### src/rtl/program_loader.sv
// program_loader: parses a byte stream and loads instruction and data memory.
//
// Stream format: a command byte, then for 0x00 (IMEM) / 0x01 (DMEM) a 16-bit
// little-endian word count N, then N little-endian words (4 bytes for IMEM,
// 8 bytes for DMEM). Command 0xFF starts the CPU. Any other command is an error.
//
// Ports:
//   clk, arst_n           clock, asynchronous active-low reset
//   in_valid/in_data      byte-stream source; a byte transfers on in_valid && in_ready
//   in_ready              loader can accept a byte this cycle
//   addr_ext/wen_ext/ren_ext/wdata_ext          IMEM write port (byte address, 32-bit word)
//   addr_ext_2/wen_ext_2/ren_ext_2/wdata_ext_2  DMEM write port (byte address, 64-bit word)
//   enable                CPU run enable, set after the RUN command
//   error                 sticky protocol error
module program_loader #(
    parameter int IMEM_DEPTH = 512,
    parameter int DMEM_DEPTH = 1024
) (
    input  logic        clk,
    input  logic        arst_n,
    input  logic        in_valid,
    input  logic [7:0]  in_data,
    output logic        in_ready,
    output logic [63:0] addr_ext,
    output logic        wen_ext,
    output logic        ren_ext,
    output logic [31:0] wdata_ext,
    output logic [63:0] addr_ext_2,
    output logic        wen_ext_2,
    output logic        ren_ext_2,
    output logic [63:0] wdata_ext_2,
    output logic        enable,
    output logic        error
);

    typedef enum logic [2:0] {
        S_IDLE, S_CNT_LO, S_CNT_HI, S_PAYLOAD, S_WRITE, S_RUN, S_ERR
    } state_t;

    localparam logic [16:0] IMEM_MAX = 17'(IMEM_DEPTH);
    localparam logic [16:0] DMEM_MAX = 17'(DMEM_DEPTH);

    state_t      r_state, w_next;
    logic        r_tgt;       // 0 = IMEM section, 1 = DMEM section
    logic [15:0] r_cnt;       // low byte of N while counting, then words remaining
    logic [2:0]  r_idx;       // byte position within the current word
    logic [63:0] r_asm;       // word assembly register
    logic [16:0] r_waddr;     // word index within the current section

    logic        w_acc;
    logic [15:0] w_n;
    logic        w_last;
    logic        w_too_big;
    logic [63:0] w_word;

    // Gated by reset so the source sees no ready while reset is held.
    assign in_ready = arst_n && (r_state == S_IDLE || r_state == S_CNT_LO ||
                                 r_state == S_CNT_HI || r_state == S_PAYLOAD);
    assign w_acc     = in_valid && in_ready;
    assign w_n       = {in_data, r_cnt[7:0]};
    assign w_last    = (r_idx == (r_tgt ? 3'd7 : 3'd3));
    assign w_too_big = r_tgt ? ({1'b0, w_n} > DMEM_MAX) : ({1'b0, w_n} > IMEM_MAX);

    assign wen_ext   = (r_state == S_WRITE) && !r_tgt;
    assign wen_ext_2 = (r_state == S_WRITE) &&  r_tgt;
    assign ren_ext   = 1'b0;
    assign ren_ext_2 = 1'b0;
    assign enable    = (r_state == S_RUN);
    assign error     = (r_state == S_ERR);

    // Assembled word including the byte being accepted this cycle, so the
    // write port is loaded at the same edge the last byte arrives.
    always_comb begin
        w_word = r_asm;
        w_word[{r_idx, 3'b000} +: 8] = in_data;
    end

    always_comb begin
        w_next = r_state;
        case (r_state)
            S_IDLE: if (w_acc) begin
                if (in_data == 8'h00 || in_data == 8'h01) w_next = S_CNT_LO;
                else if (in_data == 8'hFF)                w_next = S_RUN;
                else                                      w_next = S_ERR;
            end
            S_CNT_LO:  if (w_acc) w_next = S_CNT_HI;
            S_CNT_HI:  if (w_acc) begin
                if (w_n == 16'd0)   w_next = S_IDLE;
                else if (w_too_big) w_next = S_ERR;
                else                w_next = S_PAYLOAD;
            end
            S_PAYLOAD: if (w_acc && w_last) w_next = S_WRITE;
            S_WRITE:   w_next = (r_cnt == 16'd1) ? S_IDLE : S_PAYLOAD;
            S_RUN:     w_next = S_RUN;
            S_ERR:     w_next = S_ERR;
            default:   w_next = S_IDLE;
        endcase
    end

    always_ff @(posedge clk or negedge arst_n) begin
        if (!arst_n) begin
            r_state     <= S_IDLE;
            r_tgt       <= 1'b0;
            r_cnt       <= '0;
            r_idx       <= '0;
            r_asm       <= '0;
            r_waddr     <= '0;
            addr_ext    <= '0;
            wdata_ext   <= '0;
            addr_ext_2  <= '0;
            wdata_ext_2 <= '0;
        end else begin
            r_state <= w_next;
            case (r_state)
                S_IDLE:   if (w_acc && in_data[7:1] == 7'd0) r_tgt <= in_data[0];
                S_CNT_LO: if (w_acc) r_cnt[7:0] <= in_data;
                S_CNT_HI: if (w_acc) begin
                    r_cnt   <= w_n;
                    r_waddr <= '0;
                    r_idx   <= '0;
                end
                S_PAYLOAD: if (w_acc) begin
                    r_asm <= w_word;
                    if (w_last) begin
                        r_idx <= '0;
                        if (r_tgt) begin
                            addr_ext_2  <= {44'd0, r_waddr, 3'b000};
                            wdata_ext_2 <= w_word;
                        end else begin
                            addr_ext    <= {45'd0, r_waddr, 2'b00};
                            wdata_ext   <= w_word[31:0];
                        end
                    end else begin
                        r_idx <= r_idx + 3'd1;
                    end
                end
                S_WRITE: begin
                    r_cnt   <= r_cnt - 16'd1;
                    r_waddr <= r_waddr + 17'd1;
                end
                default: ;
            endcase
        end
    end

endmodule

### config.mk
export PLATFORM = sky130hd
export DESIGN_NAME = program_loader
export DESIGN_NICKNAME = d
export VERILOG_FILES = /design/src/rtl/program_loader.sv
export SDC_FILE = /design/constraint.sdc
export NUM_CORES = 1
export LEC_CHECK = 0
export CAP_MARGIN = 10
export CORE_ASPECT_RATIO = 1.5
export CORE_MARGIN = 3
export CORE_UTILIZATION = 40
export CTS_BUF_LIST = sky130_fd_sc_hd__clkbuf_8 sky130_fd_sc_hd__clkbuf_16
export CTS_CLUSTER_DIAMETER = 40
export DETAILED_ROUTE_END_ITERATION = 16
export PLACE_DENSITY = 0.7
export SYNTH_ARGS = -nofsm -noshare
export SYNTH_HDL_FRONTEND = slang
export SYNTH_SLANG_ARGS = --single-unit
### constraint.sdc
create_clock -name clk -period 4.55 [get_ports clk]
set_input_delay 0.455 -clock clk [delete_from_list [all_inputs] [get_ports clk]]
set_output_delay 0.455 -clock clk [all_outputs]
set_load 0.1 [all_outputs]
==> impl_results.md <==
- Vias post-DR: 8227
- Synth Area in Compound Gates: 0.115
- Worst Skew: 0.0123 ns
- Syn avg cell area: 9.93 sq um
- Area share of the largest cell type after synthesis: 0.530
- CP Capture Type: output port
- Die width: 142 um
- Synth area leader: dfrtp_1
- R2R depth: 7
- Vias in the first global route: 8245
- Ranking of synthesized cells by area: dfrtp_1, buf_4, a21oi_1, mux2_2, nor2_1
- Crit path max fanout: 17
- Final Hold Viols: 0
- Final TNS setup: 0 ns
- Total grt overflow: 0
- Min Tclk post-route: 3.35 ns
- N_diodes: 0
- Data required time of the worst path: 4.09 ns
- Post-place setup slack: 1.24 ns
- # setup viols final: 0
- Area grow syn2layout: 21.4%
- Largest family of logic cells by synthesized area: simple AND/OR/NAND/NOR gates
- Share of cells above drive strength 1: 0.103
- Crit path buffers/inverters: 2
- Clock Pin Slew Worst Setup and Hold Paths: 0.06 ns
- Kind of critical path: flip-flop to output port
- Syn Std Cell Area: 11000 sq um
- Fillers: 2470
- Synth Area in XOR/XNOR: 0
- Number of I/O port buffers: 145
- Clock Path Buffers: 3
- DRC violations left: 0
- Critical-path top delay cell: clkdlybuf4s50_1
- Post-CTS resize count: 0
- DP HPWL: 18600 um
- Hold WC Path Type: input port to async pin
- Clock Sinks: 234
- Max Cap Viol: 0
- GPL Wtd Cong: 0.874
- Seq/Total Area, Yosys: 0.530
- Yosys warning count: 0
- DIE AREA: 29700 sq um
- #FFs+latches synth: 234
- Post-Synth Adder-Cell Area: 0.0113
- Clk root buf: clkbuf_16
- Synth unique cells: 52
- Crit-path cells: nor3b_2 > buf_4 > and2_1 > clkdlybuf4s50_1
- Design area: 13400 sq um
- Routed Antenna Nets: 0
- Initial Utilization: 0.411
- First-pass GRT wire length: 43900 um
- Slowest Stage Delay on Critical Path: 1.15 ns
- Worst Hold Slack: 0.396 ns
- Crit path depth: 4
- Row count: 73
- Power density over the cells: 547 nW/um^2
- Final Max Tran Viols: 0
- Mapped Cells: 1113
- Pin count of the biggest net entering global routing: 158
- RSZ-0062 raised after global routing: no
- Worst Tran Pin Value: 1.16 ns
- Worst Slack Setup Final: 1.20 ns
- Number of flops mapped to enable cells by yosys: 0
- Ys flop type: dfrtp_1
- Nets: 1261
- Worst Path Arrival: 2.90 ns
- CTS tree: done
- Routed len/inst: 16.9 um
- Chip height: 210 um
- Setup crit start kind: flip-flop
- Multiplexer share of the synthesized area: 0.101
- Post-Synth Simple-Gate Area: 0.150
- Status: finished, final reports clean
- Leakage Power: 6.16 nW
- H-tree levels: 1
- I/O pin count: 242
- Total CTS buffers: 27
- Routed vias/inst: 5.16
- FMAX: 0.298 GHz
- First drt pass iteration count: 5
- Cell Area, Placed: 12500 sq um
- Crit share post-route: 0.737
- Clock latency on the worst-skew pair: 0.54 ns
- Antenna violations before repair: 0
- Drt initial violations: 487
- GRT Util Overall: 0.181
- CP top delay family: buffers and inverters
- Detailed Route WL: 26900 um
- Post-synthesis async set-or-reset flop share: 1.00
- Peak supply drop: 0.336 mV
- Core area: 26900 sq um
- Count leader, synth: dfrtp_1
- Most frequent cells after synthesis: dfrtp_1, nor2_1, nand2_1
- Rel. slew slack: 0.222
==> placed cells by master, fill, tap and decap left out, types with 13 or more instances in the layout <==
cell type        instances
a21oi_1                109
and3_1                  13
mux2_4                  13
nor3_1                  13
inv_1                   13
dfrtp_1                234
conb_1                  96
buf_4                   14
o21ai_0                 80
clkbuf_16               27
clkdlybuf4s50_1        144
mux2_2                  44
mux2i_1                 41
a31oi_1                 17
nand2_1                124
nand3_1                 24
nor2_1                 127
==> flip-flops by register name (all words and copies together), names as in the netlist <==
register / flops
r_asm: 64
wdata_ext_2: 64
wdata_ext: 32
addr_ext: 17
addr_ext_2: 17
r_waddr: 17
r_cnt: 16
r_idx: 3
r_state: 3
r_tgt: 1
==> power by group <==
| group | internal, mW | switching (mW) |
|---|---|---|
| clock | 1.39 | 0.865 |
| combinational | 0.615 | 1.73 |
| sequential | 2.43 | 0.315 |
==> per-stage QoR <==
stage | util | instances | power [mW]
6_report | 0.500 | 1593 | 7.33
5_1_grt | 0.500 | 1593 | 7.71
3_3_place_gp | 0.465 | 1547 | 5.06
4_1_cts | 0.500 | 1593 | 7.40
2_1_floorplan | - | 1208 | 4.61
3_5_place_dp | 0.465 | 1547 | 5.12
==> timing repair <==
action	in CTS	in global routing
hold endpoints to repair	26	0
hold buffers	1	0
setup buffers	0	0
endpoints found under the setup margin	0	0
==> path summary, 6_finish.rpt <==
kind | slack, ns | startpoint | endpoint
worst min register to register | 0.47 | r_asm[39] | r_asm[39]
min in group clk | 0.47 | r_asm[39] | r_asm[39]
worst max register to register | 1.49 | r_idx[0] | r_asm[1]
worst min-delay path | 0.40 | arst_n | wdata_ext_2[2]
max in group asynchronous | 2.98 | arst_n | wdata_ext_2[24]
worst max-delay path | 1.20 | r_state[2] | wen_ext_2
==> cells by family (layout without fill, tap and decap cells) <==
family,count (synthesis),count (layout)
adders and majority gates,10,10
other,1,96
DFF,234,234
and+or+nand+nor,366,366
buffers and inverters,170,218
muxes,99,99
AOI/OAI and AO/OA,233,233
==> layer usage <==
metal | GRT usage | routed length, um
met1 | 0.213 | 10400
met2 | 0.330 | 14100
met3 | 0.0299 | 1570
met4 | 0.0649 | 796
met5 | 0 | 0
==> area by class of cell <==
| cell class | instances | area (sq um) | share of cell area |
|---|---|---|---|
| Multi-Input combinational cell | 804 | 4550 | 0.339 |
| Clock inverter | 13 | 178 | 0.0132 |
| Inverter | 10 | 37.5 | 0.00280 |
| Sequential cell | 234 | 5860 | 0.437 |
| Timing Repair Buffer | 163 | 1630 | 0.122 |
| Tap cell | 337 | 422 | 0.0314 |
| Clock buffer | 32 | 744 | 0.0555 |
==> worst register-to-register path: cells and delay by family (launching register included) <==
kind          cells  cell delay, ns
flops             1            0.62
fa+ha+maj         2            0.59
simple gates      3            1.22
buf+inv           1            0.17
mux               1            0.34
Note: power is estimated with default switching activity, not from simulation.
